## src/rtl/cartridge_prg_bus_ctrl.sv

```systemverilog
// CPU-side PRG bus controller: decodes $4020-$FFFF accesses, issues mapper register
// writes, and runs a timed req/ack transaction to external PRG ROM/RAM.
module cartridge_prg_bus_ctrl #(
    parameter bit          PRG_RAM_EN     = 1'b1,
    parameter int unsigned TIMEOUT_CYCLES = 255
) (
    input  logic        clk_i,
    input  logic        rst_i,
    input  logic [15:0] cpu_addr_i,
    input  logic        cpu_rd_i,
    input  logic        cpu_wr_i,
    input  logic [7:0]  cpu_wr_data_i,
    output logic [7:0]  cpu_rd_data_o,
    output logic        cpu_ready_o,
    output logic        mapper_wr_o,
    output logic [7:0]  mapper_wr_data_o,
    output logic [14:0] prg_rom_addr_o,
    output logic [12:0] prg_ram_addr_o,
    input  logic [18:0] mapped_prg_rom_addr_i,
    input  logic [14:0] mapped_prg_ram_addr_i,
    output logic        mem_req_o,
    output logic        mem_we_o,
    output logic        mem_sel_o,
    output logic [18:0] mem_addr_o,
    output logic [7:0]  mem_wr_data_o,
    input  logic        mem_ack_i,
    input  logic [7:0]  mem_rd_data_i,
    output logic        err_timeout_o
);

    localparam logic [1:0] S_IDLE  = 2'd0;
    localparam logic [1:0] S_MEM   = 2'd1;
    localparam logic [1:0] S_LOCAL = 2'd2;
    localparam logic [1:0] S_DONE  = 2'd3;

    localparam logic [7:0] TIMEOUT_LIMIT = 8'(TIMEOUT_CYCLES);

    logic [1:0]  state_q, state_d;
    logic [14:0] addr_q, addr_d;
    logic [7:0]  wr_data_q, wr_data_d;
    logic        we_q, we_d;
    logic        sel_q, sel_d;
    logic        map_wr_q, map_wr_d;
    logic [7:0]  rd_data_q, rd_data_d;
    logic [7:0]  open_bus_q, open_bus_d;
    logic [7:0]  cnt_q, cnt_d;
    logic        err_q, err_d;

    logic strobe;
    logic is_rom;
    logic is_ram;

    assign strobe = cpu_rd_i | cpu_wr_i;
    assign is_rom = cpu_addr_i[15];
    assign is_ram = (cpu_addr_i[15:13] == 3'b011);

    // NOTE: every next-state signal gets its default first, so no path can infer a latch.
    always_comb begin
        state_d    = state_q;
        addr_d     = addr_q;
        wr_data_d  = wr_data_q;
        we_d       = we_q;
        sel_d      = sel_q;
        map_wr_d   = map_wr_q;
        rd_data_d  = rd_data_q;
        open_bus_d = open_bus_q;
        cnt_d      = cnt_q;
        err_d      = err_q;

        case (state_q)
            S_IDLE: begin
                if (strobe) begin
                    // A simultaneous rd+wr is a write.
                    addr_d    = cpu_addr_i[14:0];
                    wr_data_d = cpu_wr_data_i;
                    we_d      = cpu_wr_i;
                    sel_d     = 1'b0;
                    map_wr_d  = 1'b0;
                    if (cpu_wr_i) open_bus_d = cpu_wr_data_i;
                    if (is_rom) begin
                        if (cpu_wr_i) begin
                            map_wr_d = 1'b1;
                            state_d  = S_LOCAL;
                        end else begin
                            cnt_d   = 8'd1;
                            state_d = S_MEM;
                        end
                    end else if (is_ram && PRG_RAM_EN) begin
                        sel_d   = 1'b1;
                        cnt_d   = 8'd1;
                        state_d = S_MEM;
                    end else begin
                        state_d = S_LOCAL;
                    end
                end
            end
            S_MEM: begin
                // An ack in the final allowed cycle still wins over the timeout.
                if (mem_ack_i) begin
                    if (!we_q) begin
                        rd_data_d  = mem_rd_data_i;
                        open_bus_d = mem_rd_data_i;
                    end
                    state_d = S_DONE;
                end else if (cnt_q == TIMEOUT_LIMIT) begin
                    err_d = 1'b1;
                    if (!we_q) rd_data_d = open_bus_q;
                    state_d = S_DONE;
                end else begin
                    cnt_d = cnt_q + 8'd1;
                end
            end
            S_LOCAL: begin
                if (!we_q) rd_data_d = open_bus_q;
                map_wr_d = 1'b0;
                state_d  = S_DONE;
            end
            default: state_d = S_IDLE;
        endcase
    end

    // NOTE: sequential state uses non-blocking assignments so all registers update together.
    always_ff @(posedge clk_i) begin
        if (rst_i) begin
            state_q    <= S_IDLE;
            addr_q     <= '0;
            wr_data_q  <= '0;
            we_q       <= 1'b0;
            sel_q      <= 1'b0;
            map_wr_q   <= 1'b0;
            rd_data_q  <= '0;
            open_bus_q <= '0;
            cnt_q      <= '0;
            err_q      <= 1'b0;
        end else begin
            state_q    <= state_d;
            addr_q     <= addr_d;
            wr_data_q  <= wr_data_d;
            we_q       <= we_d;
            sel_q      <= sel_d;
            map_wr_q   <= map_wr_d;
            rd_data_q  <= rd_data_d;
            open_bus_q <= open_bus_d;
            cnt_q      <= cnt_d;
            err_q      <= err_d;
        end
    end

    assign cpu_rd_data_o    = rd_data_q;
    assign cpu_ready_o      = (state_q == S_DONE);
    assign mapper_wr_o      = (state_q == S_LOCAL) && map_wr_q;
    assign mapper_wr_data_o = wr_data_q;
    assign prg_rom_addr_o   = addr_q;
    assign prg_ram_addr_o   = addr_q[12:0];
    assign mem_req_o        = (state_q == S_MEM);
    assign mem_we_o         = we_q;
    assign mem_sel_o        = sel_q;
    assign mem_wr_data_o    = wr_data_q;
    assign err_timeout_o    = err_q;

    // The mapper inputs are live; gate them so the bus idles at zero outside a request.
    assign mem_addr_o = !mem_req_o ? 19'h0 :
                        sel_q      ? {4'h0, mapped_prg_ram_addr_i} : mapped_prg_rom_addr_i;

endmodule

```

## config.mk

```make
export PLATFORM = sky130hd
export DESIGN_NAME = cartridge_prg_bus_ctrl
export DESIGN_NICKNAME = d
export VERILOG_FILES = /design/src/rtl/cartridge_prg_bus_ctrl.sv
export SDC_FILE = /design/constraint.sdc
export NUM_CORES = 1
export LEC_CHECK = 0
export CAP_MARGIN = 20
export CORE_UTILIZATION = 40
export CTS_CLUSTER_DIAMETER = 30
export DETAILED_ROUTE_END_ITERATION = 12
export GPL_TIMING_DRIVEN = 0
export PLACE_DENSITY = 0.8
export SYNTH_ARGS = -nofsm -noshare
export SYNTH_HDL_FRONTEND = slang
export SYNTH_SLANG_ARGS = --single-unit
```

## constraint.sdc

```tcl
create_clock -name clk_i -period 3.84 [get_ports clk_i]
set_input_delay 1.152 -clock clk_i [delete_from_list [all_inputs] [get_ports clk_i]]
set_output_delay 1.152 -clock clk_i [all_outputs]
set_load 0.01 [all_outputs]
```

# Word level (Yosys, flattened, before mapping)
# Cells that the tools add are included.
[classes] n_addsub=1 n_reduce_logical=12 bitwise_logic=2 n_eq_ne=15 mux=31
[op_table] cell="$mux 8" n=13
[op_table] cell="$pmux 8 s2" n=3
[op_table] cell="$mux 19" n=2
[op_table] cell="$mux 2" n=6
[op_table] cell="$ne 2x2->1 const B" n=5
[op_table] cell="$ne 3x3->1 const B" n=3
[op_table] cell="$add 8x1->8 const B" n=1
[op_table] cell="$eq 8x8->1 const B" n=1
[op_table] cell="$pmux 2 s3" n=1
[op_table] cell="$reduce_and 2->1" n=3
[op_table] cell="$reduce_and 3->1" n=2
[op_table] cell="$reduce_and 6->1" n=1
[op_table] cell="$reduce_bool 2->1" n=3
[op_table] cell="$mux 1" n=5
[op_table] cell="$reduce_and 5->1" n=1
[op_table] cell="$eq 2x2->1 const B" n=2
[op_table] cell="$eq 3x2->1 const B" n=1
[op_table] cell="$ne 3x1->1 const B" n=1
[op_table] cell="$eq 2x1->1 const B" n=1
[op_table] cell="$logic_not 2->1" n=1
[op_table] cell="$ne 2x1->1 const B" n=1
[op_table] cell="$pmux 1 s2" n=1
[op_table] cell="$logic_and 1x1->1" n=1
[op_table] cell="$not 1->1" n=1
[op_table] cell="$or 1x1->1" n=1
[word_totals] output_inout_bits=77 reg_bits=53 inputBits=71

# Depth between registers and ports, before layout
[logic_depth] ltp_word=5 depth_mapped=8 mapped_depth_nobuf=6

# Least setup slack after synthesis
# OpenSTA, ideal clock, no wires.
[synth_path] path_type="reg2out" startpoint="register state_q[1]" endpoint="output port mem_addr_o[10]" required_time_ns=2.688 slack_ns=1.101 arrival_time_ns=1.587 path_buffers=3 path_stages_with_launch=7 cell_sequence="dfxtp_1 inv_1 ha_1 buf_6 clkbuf_1 clkbuf_1 nor2b_1"
[synth_via] elab_chain_len=2
[synth_lines] element="start: declaration" line_no="38" text="logic [1:0] state_q, state_d;"
[synth_lines] element="start signal: assignment" line_no="136" text="state_q <= state_d;"
[synth_lines] element="$eq 2x1->1" line_no="155" text="assign mem_req_o = (state_q == S_MEM);"
[synth_lines] element="named net mem_req_o" line_no="21" text="output logic mem_req_o,"
[synth_lines] element="$mux 19" line_no="162" text="assign mem_addr_o = !mem_req_o ? 19'h0 :"
[synth_lines] element="end: declaration" line_no="24" text="output logic [18:0] mem_addr_o,"
# The timed path passes the listed nets, and every way through them passes these cells.

# Final worst setup path
[layout_path] startpoint="input port mapped_prg_ram_addr_i[11]" endpoint="output port mem_addr_o[11]"
[layout_via] elab_chain_len=2
[layout_lines] element="start: declaration" line_no="20" text="input logic [14:0] mapped_prg_ram_addr_i,"
[layout_lines] element="$mux 19" line_no="163" text="sel_q ? {4'h0, mapped_prg_ram_addr_i} : mapped_prg_rom_addr_i;"
[layout_lines] element="$mux 19" line_no="162"
# No other way between the ends.

==> results.toml <==
[route]
drt_iter0_markers = 150
viasPerCell = 5.08
drt-wirelength-per-cell_um = 14.2
firstDrtPassIters = 4
wl_mm = 8.45
drc = 0
via_count = 3025
ant_nets = 0

[final_layout]
fin_cells = 595
layout_commonest_cell = "clkdlybuf4s50_1"
synthToLayoutAreaGrowth_pct = 57.9
regArea_um2 = 1060
fin_util = 0.661
layout_common_cells = "clkdlybuf4s50_1, nand2_1, dfxtp_1"
diodes = 0
fillers = 593
multi_input_area_um2 = 1490
drive_above_1_share = 0.0942
final_nets = 574

[power]
power_frac_seq = 0.302
p_int_w = 0.00161
power_density_nw_per_um2 = 579
vdd_drop_max_v = 0.000313
swShare = 0.389
switchingPower_w = 0.00102
total_power_w = 0.00263
clock_power_share = 0.120
p_leak_nw = 1.67
combPwrFrac = 0.578

[sta]
setup_violations = 0
worst_pin_slew_ns = 0.542
rsz0062_at_grt = "no"
setup_slack_ns = 0.333
setup_tns_ns = 0
hold_viol = 0
finClkSkew_ns = 0.00345
max_freq_ghz = 0.285
period_needed_ns = 3.51
slew_headroom = 0.639
fin_crit_sh = 0.913
final_max_slew_viol_count = 0

[cts]
clock-sinks = 53
cts_made_buffers = 5
htree_levels = 2
clock_path_buffers = 2
cts.hold.buffers_added = 0
root_buffer = "clkbuf_8"
clkTransAtPathRegs_ns = 0.10
cts_tree = "yes"
clk_latency_ns = 0.30
cts_setup_buffers = 0
post_cts_resized = 0

[synth]
synth_nets = 422
synth-simple-area-share = 0.230
synth_area_um2 = 2880
synth_top_family_by_area = "simple AND/OR/NAND/NOR gates"
synth-main-ff-cell = "dfxtp_1"
syn_area_per_cell_um2 = 8.31
synth_cell_types = 49
synth_seq_area_share = 0.369
synthAdderAreaFrac = 0.0218
synth_xor_area_frac = 0
synthMuxAreaShare = 0.0801
synth_compound_area_frac = 0.188
synth.yosys.warnings = 0
synth-async-reset-ratio = 0
synth_edf_count = 0
synth_cells = 346
synth_seq_cells = 53

[global_route]
grt.total_usage = 0.224
grt_antenna_before_repair = 0
grt_pass1_vias = 2862
grt_pass1_wl_mm = 13.3
globalRoute.totalOverflow = 0
grt_max_degree = 20

[place]
port_buffers = 146
dp_slack_ns = 0.295
hpwl_mm = 6.65
gp_congestion = 0.900
placed_cells = 588

[setup_path]
cp-start-kind = "input port"
slowest_stage = "clkdlybuf4s50_1"
critPathRequiredTime_ns = 2.69
reg2reg_depth = 7
cpMostUsedCell = "clkdlybuf4s50_1"
crit_cells = 4
cp-end-kind = "output port"
critPathTopFamily = "buffers and inverters"
crit_arrival_ns = 2.35
path_class = "input port to output port"
path_max_fanout = 1
path_buf_inv = 2
path_cells = "clkdlybuf4s50_1, mux2i_1, nor2b_1, clkdlybuf4s50_1"
crit_path_max_incr_delay_ns = 0.53

[floorplanning]
coreArea_um2 = 6870
floorplan.rows = 30
die-area_um2 = 7530
start_util = 0.419
pin_count = 148
die_y_um = 86.8
die_x_um = 86.8

[outcome]
status = "completed"

[run]
maxCapViolCount = 0

[worst_hold_path]
hold_depth = 2
holdCritPathClass = "flip-flop to flip-flop"
metal layers:
metal | vias to the layer above | routed length (µm) | global-route usage
met5 | - | 0 | 0
met4 | 0 | 89 | 0.0788
li1 | 1489 | - | -
met3 | 8 | 878 | 0.0762
met1 | 1384 | 3360 | 0.252
met2 | 144 | 4120 | 0.392
final cells by class:
cell class | count | share of cell area
plain buffers | 41 | 0.0598
clock buffers | 6 | 0.0160
clock inverters | 2 | 0.00331
inverters | 12 | 0.00992
multi-input cells | 239 | 0.329
flip-flops and latches | 53 | 0.234
well taps | 96 | 0.0265
repair buffers | 146 | 0.322
flip-flops by register name, indices dropped and copies added, names as in the netlist:
| register | cells |
|---|---|
| map_wr_q | 1 |
| open_bus_q | 8 |
| mem_we_o | 1 |
| mem_sel_o | 1 |
| mapper_wr_data_o | 8 |
| cnt_q | 8 |
| err_timeout_o | 1 |
| state_q | 2 |
| prg_rom_addr_o | 15 |
| cpu_rd_data_o | 8 |
cells in the mapped netlist, types with 4 or more instances:
master	n	area, µm²
dfxtp_1	53	1060
a211oi_1	9	67.6
nand2_1	56	210
a21oi_1	30	150
o21ai_0	11	55.1
inv_1	12	45.0
and2_1	6	37.5
buf_4	23	173
nand3_1	7	35.0
a311oi_1	4	35.0
a31oi_1	4	25.0
ha_1	5	62.6
nor2_1	17	63.8
nor2b_1	18	113
a221oi_1	8	70.1
nand2b_1	4	25.0
or3_1	8	50.1
clkbuf_1	11	41.3
mux2i_1	23	230
power by group through the flow:
stage / Sequential, W / Clock, W / Combinational, W
after floorplan: 0.000835 / 0 / 0.000838
after global placement: 0.000797 / 0 / 0.00149
final: 0.000794 / 0.000316 / 0.00152
after CTS: 0.000794 / 0.000323 / 0.00153
after detailed placement: 0.000806 / 0 / 0.00152
after global routing: 0.000812 / 0.000348 / 0.00166
tightest hold or removal path, stage by stage, from the launching register on:
cell and delay [ns]:
dfxtp_1 0.32, nand2_1 0.05, a21oi_1 0.05
final timing paths:
kind,start,end,slack (ns)
max,mapped_prg_ram_addr_i[11],mem_addr_o[11],0.33
min,prg_rom_addr_o[13]$_SDFFE_PP0P_,prg_rom_addr_o[13]$_SDFFE_PP0P_,0.46
max reg2reg,state_q[0]$_SDFFE_PP0P_,prg_rom_addr_o[5]$_SDFFE_PP0P_,1.83
min reg2reg,prg_rom_addr_o[13]$_SDFFE_PP0P_,prg_rom_addr_o[13]$_SDFFE_PP0P_,0.46
metrics by stage:
step           hold slack, ns  area (µm²)
6_report                0.460        4540
5_1_grt                 0.503        4540
4_1_cts                 0.460        4540
3_5_place_dp            0.448        4460
3_3_place_gp            0.442        4460
2_1_floorplan           0.442        2880
kinds of logic (layout without fill, tap and decap cells):
kind of cell               after synthesis  count (layout)
muxes                                   23              23
DFF                                     53              53
AOI/OAI and AO/OA                       80              80
adders and majority gates                5               5
and+or+nand+nor                        131             131
buffers and inverters                   54             207
Power figures use the tool's default switching activity.
